<file path="src/rtl/ysyx_25040105_exu_pkg.sv">
// ysyx_25040105_exu_pkg: op codes, FSM states and byte-lane helpers for the multi-cycle EXU
package ysyx_25040105_exu_pkg;
    localparam logic [7:0] OP_ADD = 8'h00, OP_SUB = 8'h01, OP_SLL = 8'h02, OP_SLT = 8'h03,
                           OP_SLTU = 8'h04, OP_XOR = 8'h05, OP_SRL = 8'h06, OP_SRA = 8'h07,
                           OP_OR = 8'h08, OP_AND = 8'h09, OP_ADDI = 8'h0A, OP_SLTI = 8'h0B,
                           OP_SLTIU = 8'h0C, OP_XORI = 8'h0D, OP_ORI = 8'h0E, OP_ANDI = 8'h0F,
                           OP_SLLI = 8'h10, OP_SRLI = 8'h11, OP_SRAI = 8'h12, OP_LUI = 8'h13,
                           OP_AUIPC = 8'h14, OP_JAL = 8'h15, OP_JALR = 8'h16, OP_BEQ = 8'h17,
                           OP_BNE = 8'h18, OP_BLT = 8'h19, OP_BGE = 8'h1A, OP_BLTU = 8'h1B,
                           OP_BGEU = 8'h1C, OP_LB = 8'h1D, OP_LH = 8'h1E, OP_LW = 8'h1F,
                           OP_LBU = 8'h20, OP_LHU = 8'h21, OP_SB = 8'h22, OP_SH = 8'h23,
                           OP_SW = 8'h24, OP_EBREAK = 8'h25, OP_LWU = 8'h26, OP_MUL = 8'h27,
                           OP_MULH = 8'h28, OP_MULHSU = 8'h29, OP_MULHU = 8'h2A, OP_DIV = 8'h2B,
                           OP_DIVU = 8'h2C, OP_REM = 8'h2D, OP_REMU = 8'h2E;

    typedef enum logic [2:0] {S_IDLE, S_MEM_REQ, S_MEM_RSP, S_MDU, S_DONE} state_e;

    function automatic logic is_load(input logic [7:0] op);
        return op inside {OP_LB, OP_LH, OP_LW, OP_LBU, OP_LHU, OP_LWU};
    endfunction

    function automatic logic is_store(input logic [7:0] op);
        return op inside {OP_SB, OP_SH, OP_SW};
    endfunction

    function automatic logic is_mop(input logic [7:0] op);
        return op >= OP_MUL && op <= OP_REMU;
    endfunction

    function automatic logic load_signed(input logic [7:0] op);
        return op inside {OP_LB, OP_LH, OP_LW};
    endfunction

    // access size: 0 byte, 1 halfword, 2 word
    function automatic logic [1:0] mem_size(input logic [7:0] op);
        return op inside {OP_LB, OP_LBU, OP_SB} ? 2'd0 : op inside {OP_LH, OP_LHU, OP_SH} ? 2'd1 : 2'd2;
    endfunction

    function automatic logic [7:0] lane_mask(input logic [1:0] sz, input logic [2:0] off);
        logic [7:0] m;
        m = sz == 2'd0 ? 8'h01 : sz == 2'd1 ? 8'h03 : 8'h0F;
        return m << off;
    endfunction

    function automatic logic [63:0] lane_extract(input logic [63:0] d, input logic [2:0] off,
                                                 input logic [1:0] sz, input logic sx);
        logic [63:0] s;
        s = d >> {off, 3'b000};
        return sz == 2'd0 ? {{56{sx & s[7]}}, s[7:0]} :
               sz == 2'd1 ? {{48{sx & s[15]}}, s[15:0]} : {{32{sx & s[31]}}, s[31:0]};
    endfunction
endpackage

</file>
<file path="src/rtl/ysyx_25040105_mdu.sv">
// ysyx_25040105_mdu: iterative RV-M unit; shift-add multiply and restoring divide on magnitudes,
// XLEN iterations with the first one folded into the start cycle.
module ysyx_25040105_mdu #(
    parameter int XLEN = 32
) (
    input  logic            clk,
    input  logic            rst_n,
    input  logic            start,
    input  logic [2:0]      op,
    input  logic [XLEN-1:0] a,
    input  logic [XLEN-1:0] b,
    output logic            busy,
    output logic            done,
    output logic [XLEN-1:0] result
);
    localparam int CW = $clog2(XLEN) + 1;

    logic [2*XLEN-1:0] p_q, p_d, wp, prod, sdiv, smul;
    logic [XLEN-1:0]   d_q, d_d, wd, ua, ub, q, r;
    logic [CW-1:0]     cnt_q, cnt_d;
    logic [2:0]        op_q, op_d;
    logic              busy_q, busy_d, qneg_q, qneg_d, rneg_q, rneg_d, bz_q, bz_d;
    logic              an, bn, wdiv, ge, step;
    logic [XLEN:0]     shd, sum, mh;
    logic [XLEN+1:0]   diff;

    always_comb begin
        an = (op == 3'd1 || op == 3'd2 || op == 3'd4 || op == 3'd6) && a[XLEN-1];
        bn = (op == 3'd1 || op == 3'd4 || op == 3'd6) && b[XLEN-1];
        ua = an ? -a : a;
        ub = bn ? -b : b;
        // mul keeps {hi, multiplier}, div keeps {remainder, dividend/quotient}
        wp = start ? {{XLEN{1'b0}}, op[2] ? ua : ub} : p_q;
        wd = start ? (op[2] ? ub : ua) : d_q;
        wdiv = start ? op[2] : op_q[2];
        shd = {wp[2*XLEN-1:XLEN], wp[XLEN-1]};
        diff = {1'b0, shd} - {2'b00, wd};
        ge = !diff[XLEN+1];
        sdiv = {ge ? diff[XLEN-1:0] : shd[XLEN-1:0], wp[XLEN-2:0], ge};
        sum = {1'b0, wp[2*XLEN-1:XLEN]} + {1'b0, wd};
        mh = wp[0] ? sum : {1'b0, wp[2*XLEN-1:XLEN]};
        smul = {mh, wp[XLEN-1:1]};
        done = busy_q && cnt_q == '0;
        step = start || (busy_q && cnt_q != '0);
        p_d = step ? (wdiv ? sdiv : smul) : p_q;
        d_d = wd;
        cnt_d = start ? CW'(XLEN - 1) : step ? cnt_q - 1'b1 : cnt_q;
        busy_d = start || (busy_q && !done);
        op_d = start ? op : op_q;
        qneg_d = start ? an ^ bn : qneg_q;
        rneg_d = start ? an : rneg_q;
        bz_d = start ? b == '0 : bz_q;
        prod = qneg_q ? -p_q : p_q;
        q = p_q[XLEN-1:0];
        r = p_q[2*XLEN-1:XLEN];
        result = op_q == 3'd0 ? prod[XLEN-1:0] :
                 !op_q[2]     ? prod[2*XLEN-1:XLEN] :
                 !op_q[1]     ? (bz_q ? '1 : qneg_q ? -q : q) : (rneg_q ? -r : r);
        busy = busy_q;
    end

    always_ff @(posedge clk or negedge rst_n) begin
        if (!rst_n) begin
            p_q <= '0;
            d_q <= '0;
            cnt_q <= '0;
            op_q <= '0;
            busy_q <= 1'b0;
            qneg_q <= 1'b0;
            rneg_q <= 1'b0;
            bz_q <= 1'b0;
        end else begin
            p_q <= p_d;
            d_q <= d_d;
            cnt_q <= cnt_d;
            op_q <= op_d;
            busy_q <= busy_d;
            qneg_q <= qneg_d;
            rneg_q <= rneg_d;
            bz_q <= bz_d;
        end
    end
endmodule

</file>
<file path="src/rtl/ysyx_25040105_exu_mc.sv">
// ysyx_25040105_exu_mc: multi-cycle RV32I(+M) execute unit between IDU and WBU with a
// request/response memory port; everything except memory and MDU results is decided at accept.
module ysyx_25040105_exu_mc
    import ysyx_25040105_exu_pkg::*;
#(
    parameter int XLEN  = 32,
    parameter int HAS_M = 1,
    parameter int OP_W  = 8
) (
    input  logic              clk,
    input  logic              rst_n,
    input  logic              in_valid,
    output logic              in_ready,
    input  logic [XLEN-1:0]   in_pc,
    input  logic [XLEN-1:0]   in_rs1,
    input  logic [XLEN-1:0]   in_rs2,
    input  logic [XLEN-1:0]   in_imm,
    input  logic [OP_W-1:0]   in_op,
    output logic              out_valid,
    input  logic              out_ready,
    output logic [XLEN-1:0]   out_result,
    output logic [XLEN-1:0]   out_next_pc,
    output logic              out_ebreak,
    output logic              out_illegal,
    output logic              out_misalign,
    output logic              mem_req_valid,
    input  logic              mem_req_ready,
    output logic [XLEN-1:0]   mem_req_addr,
    output logic              mem_req_wen,
    output logic [XLEN-1:0]   mem_req_wdata,
    output logic [XLEN/8-1:0] mem_req_wmask,
    input  logic              mem_rsp_valid,
    input  logic [XLEN-1:0]   mem_rsp_rdata
);
    localparam int NB = XLEN / 8;
    localparam int LW = $clog2(NB);
    localparam int SW = $clog2(XLEN);

    state_e            state_q, state_d;
    logic [7:0]        op_q, op_d, op8, m8;
    logic [XLEN-1:0]   rs1_q, rs1_d, rs2_q, rs2_d, res_q, res_d, npc_q, npc_d, addr_q, addr_d;
    logic [XLEN-1:0]   wdata_q, wdata_d, opb, alu, npc, pc4, tgt, ea, mdu_result;
    logic [NB-1:0]     wmask_q, wmask_d;
    logic [LW-1:0]     off_q, off_d, off;
    logic              ebreak_q, ebreak_d, illegal_q, illegal_d, mis_q, mis_d, wen_q, wen_d;
    logic              ill, ebr, mis, ld, st, accept, mdu_busy, mdu_done;
    logic [SW-1:0]     sh;
    logic [1:0]        sz;
    logic [63:0]       ext;

    // accept-time decode straight from the IDU operands
    always_comb begin
        op8 = in_op[7:0];
        opb = op8 <= OP_AND ? in_rs2 : in_imm;
        sh = opb[SW-1:0];
        pc4 = in_pc + XLEN'(4);
        tgt = in_pc + in_imm;
        ea = in_rs1 + in_imm;
        off = ea[LW-1:0];
        alu = '0;
        npc = pc4;
        ill = 1'b0;
        ebr = 1'b0;
        case (op8)
            OP_ADD, OP_ADDI:   alu = in_rs1 + opb;
            OP_SUB:            alu = in_rs1 - opb;
            OP_SLL, OP_SLLI:   alu = in_rs1 << sh;
            OP_SLT, OP_SLTI:   alu = XLEN'($signed(in_rs1) < $signed(opb));
            OP_SLTU, OP_SLTIU: alu = XLEN'(in_rs1 < opb);
            OP_XOR, OP_XORI:   alu = in_rs1 ^ opb;
            OP_SRL, OP_SRLI:   alu = in_rs1 >> sh;
            OP_SRA, OP_SRAI:   alu = $signed(in_rs1) >>> sh;
            OP_OR, OP_ORI:     alu = in_rs1 | opb;
            OP_AND, OP_ANDI:   alu = in_rs1 & opb;
            OP_LUI:            alu = in_imm;
            OP_AUIPC:          alu = tgt;
            OP_JAL:            begin alu = pc4; npc = tgt; end
            OP_JALR:           begin alu = pc4; npc = ea & ~XLEN'(1); end
            OP_BEQ:            npc = in_rs1 == in_rs2 ? tgt : pc4;
            OP_BNE:            npc = in_rs1 != in_rs2 ? tgt : pc4;
            OP_BLT:            npc = $signed(in_rs1) < $signed(in_rs2) ? tgt : pc4;
            OP_BGE:            npc = $signed(in_rs1) >= $signed(in_rs2) ? tgt : pc4;
            OP_BLTU:           npc = in_rs1 < in_rs2 ? tgt : pc4;
            OP_BGEU:           npc = in_rs1 >= in_rs2 ? tgt : pc4;
            OP_LB, OP_LH, OP_LW, OP_LBU, OP_LHU, OP_LWU, OP_SB, OP_SH, OP_SW: alu = '0;
            OP_EBREAK:         ebr = 1'b1;
            OP_MUL, OP_MULH, OP_MULHSU, OP_MULHU, OP_DIV, OP_DIVU, OP_REM, OP_REMU: ill = HAS_M == 0;
            default:           ill = 1'b1;
        endcase
        ld = is_load(op8);
        st = is_store(op8);
        sz = mem_size(op8);
        mis = (ld || st) && ((sz == 2'd1 && off[0]) || (sz == 2'd2 && off[1:0] != 2'b00));
    end

    always_comb begin
        in_ready = rst_n && (state_q == S_IDLE || (state_q == S_DONE && out_ready));
        accept = in_valid && in_ready;
        ext = lane_extract(64'(mem_rsp_rdata), 3'(off_q), mem_size(op_q), load_signed(op_q));
        m8 = lane_mask(sz, 3'(off));
        state_d = state_q;
        op_d = op_q;
        rs1_d = rs1_q;
        rs2_d = rs2_q;
        off_d = off_q;
        res_d = res_q;
        npc_d = npc_q;
        ebreak_d = ebreak_q;
        illegal_d = illegal_q;
        mis_d = mis_q;
        addr_d = addr_q;
        wdata_d = wdata_q;
        wmask_d = wmask_q;
        wen_d = wen_q;
        case (state_q)
            S_MEM_REQ: state_d = mem_req_ready ? S_MEM_RSP : S_MEM_REQ;
            S_MEM_RSP: begin
                state_d = mem_rsp_valid ? S_DONE : S_MEM_RSP;
                res_d = mem_rsp_valid ? (is_load(op_q) ? XLEN'(ext) : '0) : res_q;
            end
            S_MDU: begin
                state_d = mdu_done ? S_DONE : S_MDU;
                res_d = mdu_done ? mdu_result : res_q;
            end
            S_DONE:    state_d = out_ready ? S_IDLE : S_DONE;
            default:   state_d = state_q;
        endcase
        if (accept) begin
            op_d = op8;
            rs1_d = in_rs1;
            rs2_d = in_rs2;
            off_d = off;
            res_d = alu;
            npc_d = npc;
            ebreak_d = ebr;
            illegal_d = ill;
            mis_d = mis;
            addr_d = {ea[XLEN-1:LW], LW'(0)};
            wdata_d = st ? in_rs2 << {off, 3'b000} : '0;
            wmask_d = st ? m8[NB-1:0] : '0;
            wen_d = st;
            state_d = (ld || st) && !mis ? S_MEM_REQ : is_mop(op8) && !ill ? S_MDU : S_DONE;
        end
    end

    generate
        if (HAS_M != 0) begin : g_mdu
            ysyx_25040105_mdu #(.XLEN(XLEN)) u_mdu (
                .clk    (clk),
                .rst_n  (rst_n),
                .start  (state_q == S_MDU && !mdu_busy),
                .op     (3'(op_q - OP_MUL)),
                .a      (rs1_q),
                .b      (rs2_q),
                .busy   (mdu_busy),
                .done   (mdu_done),
                .result (mdu_result)
            );
        end else begin : g_no_mdu
            assign mdu_busy = 1'b0;
            assign mdu_done = 1'b0;
            assign mdu_result = '0;
        end
    endgenerate

    always_ff @(posedge clk or negedge rst_n) begin
        if (!rst_n) begin
            state_q <= S_IDLE;
            op_q <= '0;
            rs1_q <= '0;
            rs2_q <= '0;
            off_q <= '0;
            res_q <= '0;
            npc_q <= '0;
            ebreak_q <= 1'b0;
            illegal_q <= 1'b0;
            mis_q <= 1'b0;
            addr_q <= '0;
            wdata_q <= '0;
            wmask_q <= '0;
            wen_q <= 1'b0;
        end else begin
            state_q <= state_d;
            op_q <= op_d;
            rs1_q <= rs1_d;
            rs2_q <= rs2_d;
            off_q <= off_d;
            res_q <= res_d;
            npc_q <= npc_d;
            ebreak_q <= ebreak_d;
            illegal_q <= illegal_d;
            mis_q <= mis_d;
            addr_q <= addr_d;
            wdata_q <= wdata_d;
            wmask_q <= wmask_d;
            wen_q <= wen_d;
        end
    end

    assign out_valid = state_q == S_DONE;
    assign out_result = res_q;
    assign out_next_pc = npc_q;
    assign out_ebreak = ebreak_q;
    assign out_illegal = illegal_q;
    assign out_misalign = mis_q;
    assign mem_req_valid = state_q == S_MEM_REQ;
    assign mem_req_addr = addr_q;
    assign mem_req_wen = wen_q;
    assign mem_req_wdata = wdata_q;
    assign mem_req_wmask = wmask_q;
endmodule

</file>
<file path="config.mk">
export PLATFORM = sky130hd
export DESIGN_NAME = ysyx_25040105_exu_mc
export DESIGN_NICKNAME = d
export VERILOG_FILES = /design/src/rtl/ysyx_25040105_exu_pkg.sv /design/src/rtl/ysyx_25040105_mdu.sv /design/src/rtl/ysyx_25040105_exu_mc.sv
export SDC_FILE = /design/constraint.sdc
export NUM_CORES = 2
export LEC_CHECK = 0
export ABC_CLOCK_PERIOD_IN_PS = 7300
export BUFFER_PORTS_ARGS = -buffer_cell sky130_fd_sc_hd__buf_4
export CAP_MARGIN = 20
export CORE_MARGIN = 2
export CORE_UTILIZATION = 40
export CTS_BUF_LIST = sky130_fd_sc_hd__clkbuf_2 sky130_fd_sc_hd__clkbuf_4 sky130_fd_sc_hd__clkbuf_8
export DETAILED_ROUTE_END_ITERATION = 8
export SYNTH_ARGS = -nofsm -noshare
export SYNTH_HDL_FRONTEND = slang
export SYNTH_SLANG_ARGS = --single-unit
</file>
<file path="constraint.sdc">
create_clock -name clk -period 7.3 [get_ports clk]
set_input_delay 1.46 -clock clk [delete_from_list [all_inputs] [get_ports clk]]
set_output_delay 1.46 -clock clk [all_outputs]
set_load 0.005 [all_outputs]
</file>
==> qor.csv <==
metric,value,unit
kind of critical path,reg -> reg,
Final Hold Viols,0,
GRT Util Overall,45.3,%
CP endpoint kind,flip-flop,
number of flops mapped to enable cells by yosys,0,
Power Dens Cells,129,nW/um^2
Tmin final,6090,ps
CTS Buf Count,67,
DR iter-0 viols,6093,
Die Footprint,102000,sq um
port bufs,310,
Nets,6096,
VDD IR max,0.000130,V
PostCTS Resize Cnt,0,
pin count of the biggest net entering global routing,126,
# H-tree levels,3,
top_reg_cell synth,dfrtp_1,
Slew Limit Fails,0,
Worst Path Buf+Inv,2,
Peak Freq,164,MHz
critical path's top delay family,compound AO/OA/AOI/OAI gates,
floorplan die height,319,um
"Req. time, crit path",7920,ps
initial antenna violation count,19,
CTS tree,built,
Starting Density,40.4,%
Root Buffer,clkbuf_8,
clock sinks,320,
Sum Neg Setup Slack,0,ps
wire per inst,34.2,um
Vias,47200,
grt total ovfl,0,
Clock Pin Slew Worst Setup and Hold Paths,60,ps
drt total wl,239,mm
P&R area growth vs syn,13.1,%
Rel. slew slack,23.2,%
unique cell type count in the Yosys netlist,92,
first-pass GRT wire length,335,mm
YS warnings,0,
number of global-route vias before repair,44900,
Seq cells post-synth,320,
"Max FO, Critical Path",17,
Pleak,0.0202,uW
Detail Route Antenna Nets,0,
sequential share of the synthesized area,20.1,%
startpoint class of the critical path,flip-flop,
Placed Area,43500,sq um
Avg Inst Size Synth,7.23,sq um
status,"complete, no violations",
Mapped Area,39800,sq um
"Arr. time, crit path",6710,ps
skew final,65.0,ps
final instance area,45000,sq um
period utilization,83.4,%
worst slew pin tran,1140,ps
# DRC,0,
GPL Wtd Cong,1.09,
MaxCap Viol Count,0,
DR pass1 iterations,8,
Cell Rows,115,
via/cell ratio,6.74,
layout cells sized above 1,11.9,%
Hold Path Class,reg -> reg,
Synth async-reset ratio,100,%
PnR Total Power,5790,uW
I/O pin total,313,
CP peak stage delay,590,ps
Post-CTS Setup Repair Bufs,0,
Longest Clk Path Bufs,3,
synthesized instance count,5502,
worst skew pair latency,760,ps
post-DP HPWL,189,mm
Die W,319,um
CP Cell Sequence,ha_1 > xor2_4 > mux2i_1 > and2_1 > buf_4 > nor2_1 > a21oi_1 > nand2_1 > nand3_1 > and2_1 > inv_1 > ha_1 > a211oi_1 > o211ai_1 > a21oi_1 > nand3_1 > a31oi_1 > o22ai_1 > a41oi_1 > mux2i_1 > o31ai_1 > a311oi_1,
RSZ-0062 raised after global routing,false,
# setup viols final,0,
floorplan core area,98400,sq um
"Hold-fix buffers, CTS",0,
Crit-path slowest cell,a31oi_1,
[cells by family (layout without fill, tap and decap cells)]
| group | after synthesis | count (layout) | share of synthesized area [%] |
|---|---|---|---|
| DFF | 320 | 320 | 20.1 |
| and+or+nand+nor | 1884 | 1884 | 21.9 |
| buffers and inverters | 611 | 805 | 5.93 |
| other | 1 | 15 | 0.00942 |
| xor gates and xnor gates | 309 | 309 | 6.80 |
| muxes | 163 | 163 | 4.65 |
| adders and majority gates | 272 | 272 | 8.65 |
| AOI/OAI and AO/OA | 1942 | 1942 | 32.0 |
[cells in the mapped netlist, drive strengths merged (21+ instances only)]
library cell	count	share of area, %
o21bai	33	0.62
o21ai	496	6.3
or3	33	0.52
clkbuf	297	2.8
a31oi	93	1.5
o41ai	25	0.57
o21a	42	0.79
o211ai	69	1.3
buf	78	0.90
xnor2	148	3.3
a22oi	21	0.40
nor2	434	4.1
nand3	134	1.7
a21o	110	2.1
nand2b	60	0.94
ha	267	8.4
nor4	62	1.0
xor2	161	3.5
a311oi	24	0.53
nor3	133	1.7
dfrtp	320	20
a21oi	446	5.6
o22ai	47	0.74
o31ai	59	1.1
nor2b	58	0.91
o221ai	31	0.68
inv	233	2.2
mux2i	131	3.3
a221oi	46	1.0
and3	62	0.97
nand4	44	0.69
nand2	736	6.9
and2	41	0.64
or4	21	0.42
a211o	30	0.66
a211oi	121	2.3
a221o	27	0.68
[report_power, final]
group          switching, uW  leakage, uW  internal (uW)
clock                   1010     0.000764           1160
sequential                 0      0.00435           1770
combinational           1300       0.0151            541
total                   2310       0.0202           3480
[layout make-up]
cell class / instances / area, sq um
flip-flops and latches: 320 / 8010
diodes: 13 / 32.5
fillers: 10200 / 53400
well taps: 1287 / 1610
inverters: 236 / 886
clock inverters: 19 / 198
repair buffers: 453 / 3460
clock buffers: 97 / 1250
multi-input cells: 4572 / 29600
[sequential cells by signal, indices dropped and copies added, names as in the netlist, 2 cells and up]
name	flops
out_next_pc	32
g_mdu.u_mdu.p_q	64
off_q	2
op_q	8
state_q	3
g_mdu.u_mdu.cnt_q	6
mem_req_addr	30
mem_req_wdata	32
rs1_q	32
g_mdu.u_mdu.op_q	3
mem_req_wmask	4
g_mdu.u_mdu.d_q	32
out_result	32
rs2_q	32
[final timing paths]
path                                   from             endpoint  slack, ps  depth (start not counted)
setup reg to reg                    op_q[0]  g_mdu.u_mdu.p_q[60]       1210                         22
hold reg to reg            mem_req_addr[10]     mem_req_addr[10]        480                          2
setup / recovery                    op_q[0]  g_mdu.u_mdu.p_q[60]       1210                         22
max in group asynchronous             rst_n  g_mdu.u_mdu.d_q[20]       4420                          3
hold / removal             mem_req_addr[10]     mem_req_addr[10]        480                          2
min in group asynchronous             rst_n       out_result[29]        660                          1
[tightest hold or removal path: stages (launching register included)]
cell and delay [ps]:
dfrtp_1 340, nand2_1 50, nand2_1 50
[metal layers]
metal | wire (um) | vias to the layer above | global-route usage [%] | share of wire, %
met3 | 23400 | 820 | 11.9 | 9.8
met4 | 22500 | 12 | 35.5 | 9.4
met2 | 105000 | 3006 | 71.4 | 44
met1 | 87700 | 22800 | 52.3 | 37
met5 | 81 | - | 0 | 0.034
li1 | - | 20600 | - | -
[cell usage in the layout (no fill, tap or decap), drive strengths merged, types with 20 or more instances in the layout]
master,netlist,layout
dfrtp,320,320
and3,62,62
xnor2,148,148
nor3,133,133
a211o,30,30
and2,41,41
o211ai,69,69
o21a,42,42
nor2,434,434
ha,267,267
clkbuf,297,98
xor2,161,161
a21oi,446,446
nand2,736,736
a221o,27,27
a222oi,20,20
nand4,44,44
a22oi,21,21
a21o,110,110
buf,78,452
o21ai,496,496
a2111oi,20,20
or4,21,21
nor4,62,62
o21bai,33,33
a311oi,24,24
o41ai,25,25
o22ai,47,47
or3,33,33
o221ai,31,31
nor2b,58,58
nand3,134,134
nand2b,60,60
o31ai,59,59
a221oi,46,46
mux2i,131,131
a211oi,121,121
inv,233,237
a31oi,93,93
[metrics by stage]
step | setup slack (ps) | util [%] | hold slack [ps] | instances
floorplan | 1430 | - | 451 | 5503
finish | 1210 | 45.7 | 478 | 6997
global placement | 794 | 44.2 | 464 | 6863
detailed placement | 750 | 44.2 | 463 | 6864
global route | 837 | 45.7 | 500 | 6987
CTS | 1250 | 45.7 | 479 | 6980
Power figures use the tool's default switching activity.
